$ cat config.mk
export PLATFORM = sky130hd
export DESIGN_NAME = mem_port_arbiter_flat
export DESIGN_NICKNAME = d
export VERILOG_FILES = /design/src/rtl/mem_port_arbiter_if.sv /design/src/rtl/mem_port_arbiter.sv /design/src/flat_wrapper.sv
export SDC_FILE = /design/constraint.sdc
export NUM_CORES = 1
export LEC_CHECK = 0
export BUFFER_PORTS_ARGS = -buffer_cell sky130_fd_sc_hd__buf_2
export CAP_MARGIN = 20
export CORE_MARGIN = 4
export CORE_UTILIZATION = 40
export CTS_CLUSTER_DIAMETER = 40
export DETAILED_ROUTE_END_ITERATION = 12
export GPL_ROUTABILITY_DRIVEN = 0
export PLACE_DENSITY = 0.87
export SKIP_LAST_GASP = 1
export SLEW_MARGIN = 40
export SYNTH_ARGS = -nofsm -noshare
export SYNTH_HDL_FRONTEND = slang
export SYNTH_SLANG_ARGS = --single-unit
$ cat constraint.sdc
create_clock -name clk -period 2.7 [get_ports clk]
set_clock_uncertainty 0.1 [all_clocks]
set_input_delay 0.54 -clock clk [delete_from_list [all_inputs] [get_ports clk]]
set_output_delay 0.54 -clock clk [all_outputs]
set_load 0.01 [all_outputs]
$ cat src/rtl/mem_port_arbiter_if.sv
// mem_port_arbiter_if: the two requester handshakes plus the shared memory port driven by mem_port_arbiter.
// master = requester/memory side, slave = the arbiter itself.
interface mem_port_arbiter_if #(
   parameter int ADDR_W = 5,
   parameter int DATA_W = 8
);
   logic              req0;
   logic              valid0;
   logic [ADDR_W-1:0] addr0;
   logic              we0;
   logic [DATA_W-1:0] wdata0;

   logic              req1;
   logic              valid1;
   logic [ADDR_W-1:0] addr1;
   logic              we1;
   logic [DATA_W-1:0] wdata1;

   logic              gnt0;
   logic              gnt1;
   logic              mem_en;
   logic              mem_we;
   logic [ADDR_W-1:0] mem_addr;
   logic [DATA_W-1:0] mem_wdata;
   logic              burst_end;

   modport master (
      output req0, valid0, addr0, we0, wdata0,
      output req1, valid1, addr1, we1, wdata1,
      input  gnt0, gnt1, mem_en, mem_we, mem_addr, mem_wdata, burst_end
   );

   modport slave (
      input  req0, valid0, addr0, we0, wdata0,
      input  req1, valid1, addr1, we1, wdata1,
      output gnt0, gnt1, mem_en, mem_we, mem_addr, mem_wdata, burst_end
   );
endinterface

$ cat src/rtl/mem_port_arbiter.sv
// mem_port_arbiter: round-robin, burst-bounded sharing of one memory port between operand loader (0) and result writer (1).
// Define ARB_STATS_EN to add saturating per-requester beat counters and an IDLE conflict counter.
module mem_port_arbiter #(
   parameter int ADDR_W    = 5,
   parameter int DATA_W    = 8,
   parameter int MAX_BURST = 9
) (
   input  logic clk,
   input  logic rst,
   mem_port_arbiter_if.slave arbIf
`ifdef ARB_STATS_EN
   ,
   output logic [15:0] stat_beats0,
   output logic [15:0] stat_beats1,
   output logic [15:0] stat_conflicts
`endif
);

   typedef enum logic [1:0] {IDLE, GRANT0, GRANT1} state_t;

   localparam logic [3:0] MaxBurst = 4'(MAX_BURST);

   state_t            state_q;
   logic              lastServed_q;
   logic [3:0]        beatCnt_q;
   logic              gnt0_q;
   logic              gnt1_q;

   logic              accept0;
   logic              accept1;
   logic              accept;
   logic [3:0]        beatCntInc;
   logic              burstEnd;
   logic [ADDR_W-1:0] muxAddr;
   logic [DATA_W-1:0] muxWdata;

   assign accept0    = gnt0_q & arbIf.req0 & arbIf.valid0;
   assign accept1    = gnt1_q & arbIf.req1 & arbIf.valid1;
   assign accept     = accept0 | accept1;
   assign beatCntInc = beatCnt_q + 4'd1;
   assign burstEnd   = accept & (beatCntInc == MaxBurst);

   // The granted requester's address/data reach memory even on idle beats; IDLE drives zeros.
   always_comb begin
      muxAddr  = '0;
      muxWdata = '0;
      if (gnt0_q) begin
         muxAddr  = arbIf.addr0;
         muxWdata = arbIf.wdata0;
      end else if (gnt1_q) begin
         muxAddr  = arbIf.addr1;
         muxWdata = arbIf.wdata1;
      end
   end

   assign arbIf.gnt0      = gnt0_q;
   assign arbIf.gnt1      = gnt1_q;
   assign arbIf.mem_en    = accept;
   assign arbIf.mem_we    = (accept0 & arbIf.we0) | (accept1 & arbIf.we1);
   assign arbIf.mem_addr  = muxAddr;
   assign arbIf.mem_wdata = muxWdata;
   assign arbIf.burst_end = burstEnd;

   // Every grant returns through IDLE, so the grants never overlap or switch back-to-back.
   always_ff @(posedge clk or posedge rst) begin
      if (rst) begin
         state_q      <= IDLE;
         lastServed_q <= 1'b1;
         beatCnt_q    <= 4'd0;
         gnt0_q       <= 1'b0;
         gnt1_q       <= 1'b0;
      end else begin
         case (state_q)
            IDLE: begin
               if (arbIf.req0 && (!arbIf.req1 || lastServed_q)) begin
                  state_q <= GRANT0;
                  gnt0_q  <= 1'b1;
               end else if (arbIf.req1) begin
                  state_q <= GRANT1;
                  gnt1_q  <= 1'b1;
               end
            end
            GRANT0: begin
               if (!arbIf.req0 || burstEnd) begin
                  state_q      <= IDLE;
                  gnt0_q       <= 1'b0;
                  lastServed_q <= 1'b0;
                  beatCnt_q    <= 4'd0;
               end else if (accept0) begin
                  beatCnt_q <= beatCntInc;
               end
            end
            GRANT1: begin
               if (!arbIf.req1 || burstEnd) begin
                  state_q      <= IDLE;
                  gnt1_q       <= 1'b0;
                  lastServed_q <= 1'b1;
                  beatCnt_q    <= 4'd0;
               end else if (accept1) begin
                  beatCnt_q <= beatCntInc;
               end
            end
            default: begin
               state_q   <= IDLE;
               gnt0_q    <= 1'b0;
               gnt1_q    <= 1'b0;
               beatCnt_q <= 4'd0;
            end
         endcase
      end
   end

`ifdef ARB_STATS_EN
   logic [15:0] statBeats0_q;
   logic [15:0] statBeats1_q;
   logic [15:0] statConflicts_q;

   // Counters stick at all-ones rather than wrapping.
   always_ff @(posedge clk or posedge rst) begin
      if (rst) begin
         statBeats0_q    <= 16'd0;
         statBeats1_q    <= 16'd0;
         statConflicts_q <= 16'd0;
      end else begin
         if (accept0 && statBeats0_q != 16'hFFFF) begin
            statBeats0_q <= statBeats0_q + 16'd1;
         end
         if (accept1 && statBeats1_q != 16'hFFFF) begin
            statBeats1_q <= statBeats1_q + 16'd1;
         end
         if (state_q == IDLE && arbIf.req0 && arbIf.req1 && statConflicts_q != 16'hFFFF) begin
            statConflicts_q <= statConflicts_q + 16'd1;
         end
      end
   end

   assign stat_beats0    = statBeats0_q;
   assign stat_beats1    = statBeats1_q;
   assign stat_conflicts = statConflicts_q;
`endif

endmodule

$ cat src/flat_wrapper.sv
// flat-port wrapper written by rule: the top's interface ports become plain ports
module mem_port_arbiter_flat 
#(
   parameter int ADDR_W    = 5,
   parameter int DATA_W    = 8,
   parameter int MAX_BURST = 9
)
  (clk, rst, arbIf_req0, arbIf_valid0, arbIf_addr0, arbIf_we0, arbIf_wdata0, arbIf_req1, arbIf_valid1, arbIf_addr1, arbIf_we1, arbIf_wdata1, arbIf_gnt0, arbIf_gnt1, arbIf_mem_en, arbIf_mem_we, arbIf_mem_addr, arbIf_mem_wdata, arbIf_burst_end);
  mem_port_arbiter_if #(.ADDR_W(ADDR_W), .DATA_W(DATA_W)) arbIf_i ();
  input  logic clk;
  input  logic rst;
  input wire logic [$bits(arbIf_i.req0)-1:0] arbIf_req0;
  input wire logic [$bits(arbIf_i.valid0)-1:0] arbIf_valid0;
  input wire logic [$bits(arbIf_i.addr0)-1:0] arbIf_addr0;
  input wire logic [$bits(arbIf_i.we0)-1:0] arbIf_we0;
  input wire logic [$bits(arbIf_i.wdata0)-1:0] arbIf_wdata0;
  input wire logic [$bits(arbIf_i.req1)-1:0] arbIf_req1;
  input wire logic [$bits(arbIf_i.valid1)-1:0] arbIf_valid1;
  input wire logic [$bits(arbIf_i.addr1)-1:0] arbIf_addr1;
  input wire logic [$bits(arbIf_i.we1)-1:0] arbIf_we1;
  input wire logic [$bits(arbIf_i.wdata1)-1:0] arbIf_wdata1;
  output wire logic [$bits(arbIf_i.gnt0)-1:0] arbIf_gnt0;
  output wire logic [$bits(arbIf_i.gnt1)-1:0] arbIf_gnt1;
  output wire logic [$bits(arbIf_i.mem_en)-1:0] arbIf_mem_en;
  output wire logic [$bits(arbIf_i.mem_we)-1:0] arbIf_mem_we;
  output wire logic [$bits(arbIf_i.mem_addr)-1:0] arbIf_mem_addr;
  output wire logic [$bits(arbIf_i.mem_wdata)-1:0] arbIf_mem_wdata;
  output wire logic [$bits(arbIf_i.burst_end)-1:0] arbIf_burst_end;
  assign arbIf_i.req0 = arbIf_req0;
  assign arbIf_i.valid0 = arbIf_valid0;
  assign arbIf_i.addr0 = arbIf_addr0;
  assign arbIf_i.we0 = arbIf_we0;
  assign arbIf_i.wdata0 = arbIf_wdata0;
  assign arbIf_i.req1 = arbIf_req1;
  assign arbIf_i.valid1 = arbIf_valid1;
  assign arbIf_i.addr1 = arbIf_addr1;
  assign arbIf_i.we1 = arbIf_we1;
  assign arbIf_i.wdata1 = arbIf_wdata1;
  assign arbIf_gnt0 = arbIf_i.gnt0;
  assign arbIf_gnt1 = arbIf_i.gnt1;
  assign arbIf_mem_en = arbIf_i.mem_en;
  assign arbIf_mem_we = arbIf_i.mem_we;
  assign arbIf_mem_addr = arbIf_i.mem_addr;
  assign arbIf_mem_wdata = arbIf_i.mem_wdata;
  assign arbIf_burst_end = arbIf_i.burst_end;
  mem_port_arbiter #(.ADDR_W(ADDR_W), .DATA_W(DATA_W), .MAX_BURST(MAX_BURST)) u_core (.clk(clk), .rst(rst), .arbIf(arbIf_i));
endmodule
# After elaboration in Yosys (flattened, before gate mapping)
# Cells that the tools add are included.
# word_totals
ff_bits	9
latch_bits	0
mem_bits_rw	0
rom_bits	0
input_bits	34
output_inout_bits	18
wordCells	65
n_memories	0
# op_classes
add_sub_neg	1
mul	0
n_div	0
n_lt_le_gt_ge	0
n_eq_ne	11
n_shift	0
mux	23
n_bitwise	12
n_reduce_logical	13
# ops
op	n
two-way mux 4 bit	4
two-way mux 8 bit	2
one-hot mux 4 bit (3 select lines)	1
AND reduction 3 bit	4
two-way mux 5 bit	2
two-way mux 2 bit	4
bitwise AND 1 bit	7
two-way mux 1 bit	6
inequality test 2 x 1 -> 1 bit, second input constant	3
inequality test 3 x 1 -> 1 bit, second input constant	2
one-hot mux 1 bit (3 select lines)	2
one-hot mux 2 bit (3 select lines)	1
adder 4 x 1 -> 4 bit, second input constant	1
== test 4 bit, second input constant	1
inequality test 2 bit, second input constant	2
AND reduction 4 bit	1
logical OR 1 bit	3
inequality test 3 x 2 -> 1 bit, second input constant	1
inverter 1 bit	3
== test 2 x 1 -> 1 bit, second input constant	1
== test 2 bit, second input constant	1
zero test 1 bit	2
zero test 2 bit	1
bitwise OR 1 bit	2
other kinds (3)	3

# Longest topological paths before layout
# logic_depth
ltp_word	7
ltp_mapped	7
depth_no_buf	7

# Least setup slack after synthesis
# Ideal clock, no wire load.
# synth_path
kind	flip-flop to flip-flop
startpoint	register u_core.beatCnt_q[0]
endpoint	register u_core.gnt1_q, in the netlist u_core.arbIf.gnt1
arrival_time_ns	1.827
path_slack_ns	0.651
path_stages_with_launch	8
synth_period_minus_slack_ns	2.049
cell_sequence	dfrtp_1 -> ha_1 -> xnor2_1 -> nand2_1 -> or3_1 -> buf_6 -> a311o_1 -> a32o_1
# synth_between
elab_chain_cells	6
# synth_lines
item	line	text
start, declared	mem_port_arbiter.sv:25	logic [3:0] beatCnt_q;
start signal, assigned	mem_port_arbiter.sv:90	beatCnt_q <= beatCntInc;
start signal, assigned	mem_port_arbiter.sv:100	beatCnt_q <= beatCntInc;
adder 4 x 1 -> 4 bit	mem_port_arbiter.sv:40	assign beatCntInc = beatCnt_q + 4'd1;
== test 4 bit	mem_port_arbiter.sv:41	assign burstEnd = accept & (beatCntInc == MaxBurst);
bitwise AND 1 bit	mem_port_arbiter.sv:41	
logical OR 1 bit	mem_port_arbiter.sv:94	if (!arbIf.req1 || burstEnd) begin
inequality test 2 x 1 -> 1 bit (no line)	n/a	
AND reduction 4 bit (no line)	n/a	
end signal, assigned	mem_port_arbiter.sv:71	gnt1_q <= 1'b0;
end signal, assigned	mem_port_arbiter.sv:96	gnt1_q <= 1'b0;
end signal, assigned	mem_port_arbiter.sv:106	gnt1_q <= 1'b0;
end, declared	mem_port_arbiter.sv:27	logic gnt1_q;
# No other way between the ends.
# A chain may end at the register's enable or synchronous reset.

# Worst setup path after layout
# layout_path
startpoint	register u_core.beatCnt_q[0]
endpoint	output port arbIf_burst_end
# layout_between
elab_chain_cells	3
# layout_lines
item	line	text
adder 4 x 1 -> 4 bit	mem_port_arbiter.sv:40	
== test 4 bit	mem_port_arbiter.sv:41	
bitwise AND 1 bit	mem_port_arbiter.sv:41	
end, declared	flat_wrapper.sv:28	output wire logic [$bits(arbIf_i.burst_end)-1:0] arbIf_burst_end;
# No other way between the ends.

==> flow_summary.json <==
{
  "syn_to_final_growth_pct": 41.9,
  "reg2reg_slack_ns": 0.50,
  "drv_slew": 0,
  "drt-met1-wl_um": 904,
  "relSlewSlack_pct": 72.3,
  "synth_compound_gate_area_share_pct": 37.2,
  "synth_adder_area_share_pct": 8.42,
  "grt_pass1_vias": 790,
  "hold_path_class": "input port to asynchronous set/reset pin",
  "r2r_end": "u_core.arbIf.gnt1",
  "worstSkewPairLatency_ns": 0.27,
  "highest_layer": "met4",
  "wl_met3_um": 194,
  "outcome": "complete, no violations",
  "finalSetupTns_ns": 0,
  "die_w_um": 51.1,
  "yosysTopAreaCellShare_pct": 26.9,
  "post_cts_buffers": 0,
  "avgSynthCellArea_um2": 8.54,
  "drv_cap": 0,
  "numClockSinks": 9,
  "rows": 15,
  "drive_gt1_share_pct": 41.1,
  "avgViaCountPerCell": 5.37,
  "vias": 892,
  "initial_core_util_pct": 42.6,
  "overflow": 0,
  "setup_viol": 0,
  "crit_end": "arbIf_burst_end",
  "port_buffers": 51,
  "r2r_cells": 6,
  "fmax_mhz": 393,
  "cts_tree": "done",
  "fin_ws_ns": 0.153,
  "vdd_drop_max_mv": 0.445,
  "fin_crit_ns": 2.55,
  "synthSimpleGateAreaFrac_pct": 13.3,
  "yosys.area.top_type": "dfrtp_1",
  "synth_area_leaders": "dfrtp_1 (27%), a22o_1 (20%), ha_1 (8.4%)",
  "hpwl_um": 1840,
  "yosys-top-cells-count": "a22o_1 (17), inv_1 (10), nand2_1 (9)",
  "diodes": 0,
  "nets": 181,
  "synth_top_family_by_area": "compound AO/OA/AOI/OAI gates",
  "grt_pass1_wl_um": 3530,
  "critPathKind": "register to output port",
  "ys_seq_area_share_pct": 30.5,
  "syn_nets": 126,
  "syn_area_um2": 743,
  "synth.most_common_cell": "a22o_1",
  "drtAntennaViolNets": 0,
  "clkTransAtPathRegs_ns": 0.06,
  "drt_wl_total_um": 2260,
  "hold_violations": 0,
  "drc": 0,
  "track_usage_pct": 17.8,
  "total_power_w": 0.000930,
  "p_leak_nw": 0.587,
  "clock_path_buffers": 2,
  "cts_root_buf": "clkbuf_4",
  "drt_first_iter_violations": 32,
  "syn_inst": 87,
  "cp-start-kind": "register",
  "worstMarginPinSlew_ns": 0.412,
  "crit_arrival_ns": 1.91,
  "core_um2": 1750,
  "cp.required_ns": 2.06,
  "synth_mux_area_share_pct": 0,
  "cts_buffers": 3,
  "synthArstFlopShare_pct": 100,
  "cp-startpoint": "u_core.beatCnt_q[0]",
  "power_density_nw_per_um2": 882,
  "die_h_um": 51.1,
  "wire_per_inst_um": 13.6,
  "finalCritPeriodShare_pct": 94.3,
  "rsz0062_at_grt": "no",
  "dr.pass1.iters": 4,
  "grt_max_degree": 18,
  "antenna_found_initial": 0,
  "synth_warnings": 0,
  "ioPinCount": 52,
  "dieArea_um2": 2610,
  "synth_edf_count": 0,
  "synth.distinct_cells": 27,
  "h-tree-depth": 1,
  "crit_path_end_kind": "output port",
  "path_max_fanout": 9,
  "synth_xor_area_share_pct": 2.36,
  "ys.flop_type": "dfrtp_1",
  "synth-seq-cells": 9,
  "place_ws_ns": 0.401,
  "hold_buffers": 0,
  "worst_r2r_startpoint": "u_core.beatCnt_q[0]",
  "cts-resized-gates": 0,
  "dr_wl_met2_um": 1120
}
## critical path, cell delays in order, from the launching register on
cell and delay [ns]:
dfrtp_1 0.40, ha_1 0.24, xnor2_1 0.15, nand2_1 0.08, or3_1 0.52, inv_1 0.11
buf_2 0.13
## per-stage QoR
step                      std cells  area (um2)  util [%]  hold slack (ns)
after floorplan                  87         743         -            0.267
after global placement          162        1030      58.9            0.418
after detailed placement        162        1030      58.9            0.426
after CTS                       166        1050      60.4            0.133
after global routing            166        1050      60.4            0.136
final                           166        1050      60.4            0.121
## placed cells by master (no fill, tap or decap), drive strengths merged, types with 2 or more instances in the layout
cell     n
nor2     2
a22o    17
a211oi   2
buf     54
ha       5
clkbuf   4
nand3    3
inv     10
a21oi    4
nand2    9
and3     2
o21ai    5
xnor2    2
dfrtp    8
nor2b    2
a32o     2
## routing by layer
| layer | up-vias | track usage [%] |
|---|---|---|
| li1 | 432 | - |
| met2 | 47 | 26.0 |
| met4 | 0 | 9.87 |
| met5 | - | 0 |
| met1 | 406 | 23.6 |
| met3 | 7 | 4.66 |
## flip-flops by register name, summed over array words and instances, names as in the netlist
signal	flops
u_core.beatCnt_q	4
u_core.arbIf.gnt0	1
u_core.arbIf.gnt1	1
u_core.lastServed_q	1
u_core.state_q	2
## final cells by class
cell class              count  area [um2]
clock buffers               4        26.3
fillers                   162         691
inverters                  10        37.5
multi-input cells          64         455
flip-flops and latches      9         226
well taps                  25        31.3
repair buffers             54         278
## where the power goes
group | switching (W) | internal (W) | leakage [nW] | total [W]
combinational | 0.000324 | 0.000279 | 0.456 | 0.000603
sequential | 0.0000333 | 0.000184 | 0.117 | 0.000217
clock | 0.0000533 | 0.0000574 | 0.0150 | 0.000111
## kinds of logic (layout without fill, tap and decap cells)
logic type      after synthesis  after routing
compound gates               36             36
xor+xnor                      2              2
fa+ha+maj                     5              5
buf+inv                      14             68
flops                         9              9
simple gates                 21             21
## how the worst min path moves through the flow
stage	cells past startpoint	end	slack, ns
after global routing	2	u_core.beatCnt_q[2]	0.14
final	2	u_core.beatCnt_q[2]	0.12
after detailed placement	2	u_core.beatCnt_q[2]	0.43
after CTS	2	u_core.state_q[0]	0.13
after floorplan	1	u_core.arbIf.gnt0	0.27
after global placement	2	u_core.beatCnt_q[2]	0.42
Power figures use the tool's default switching activity.
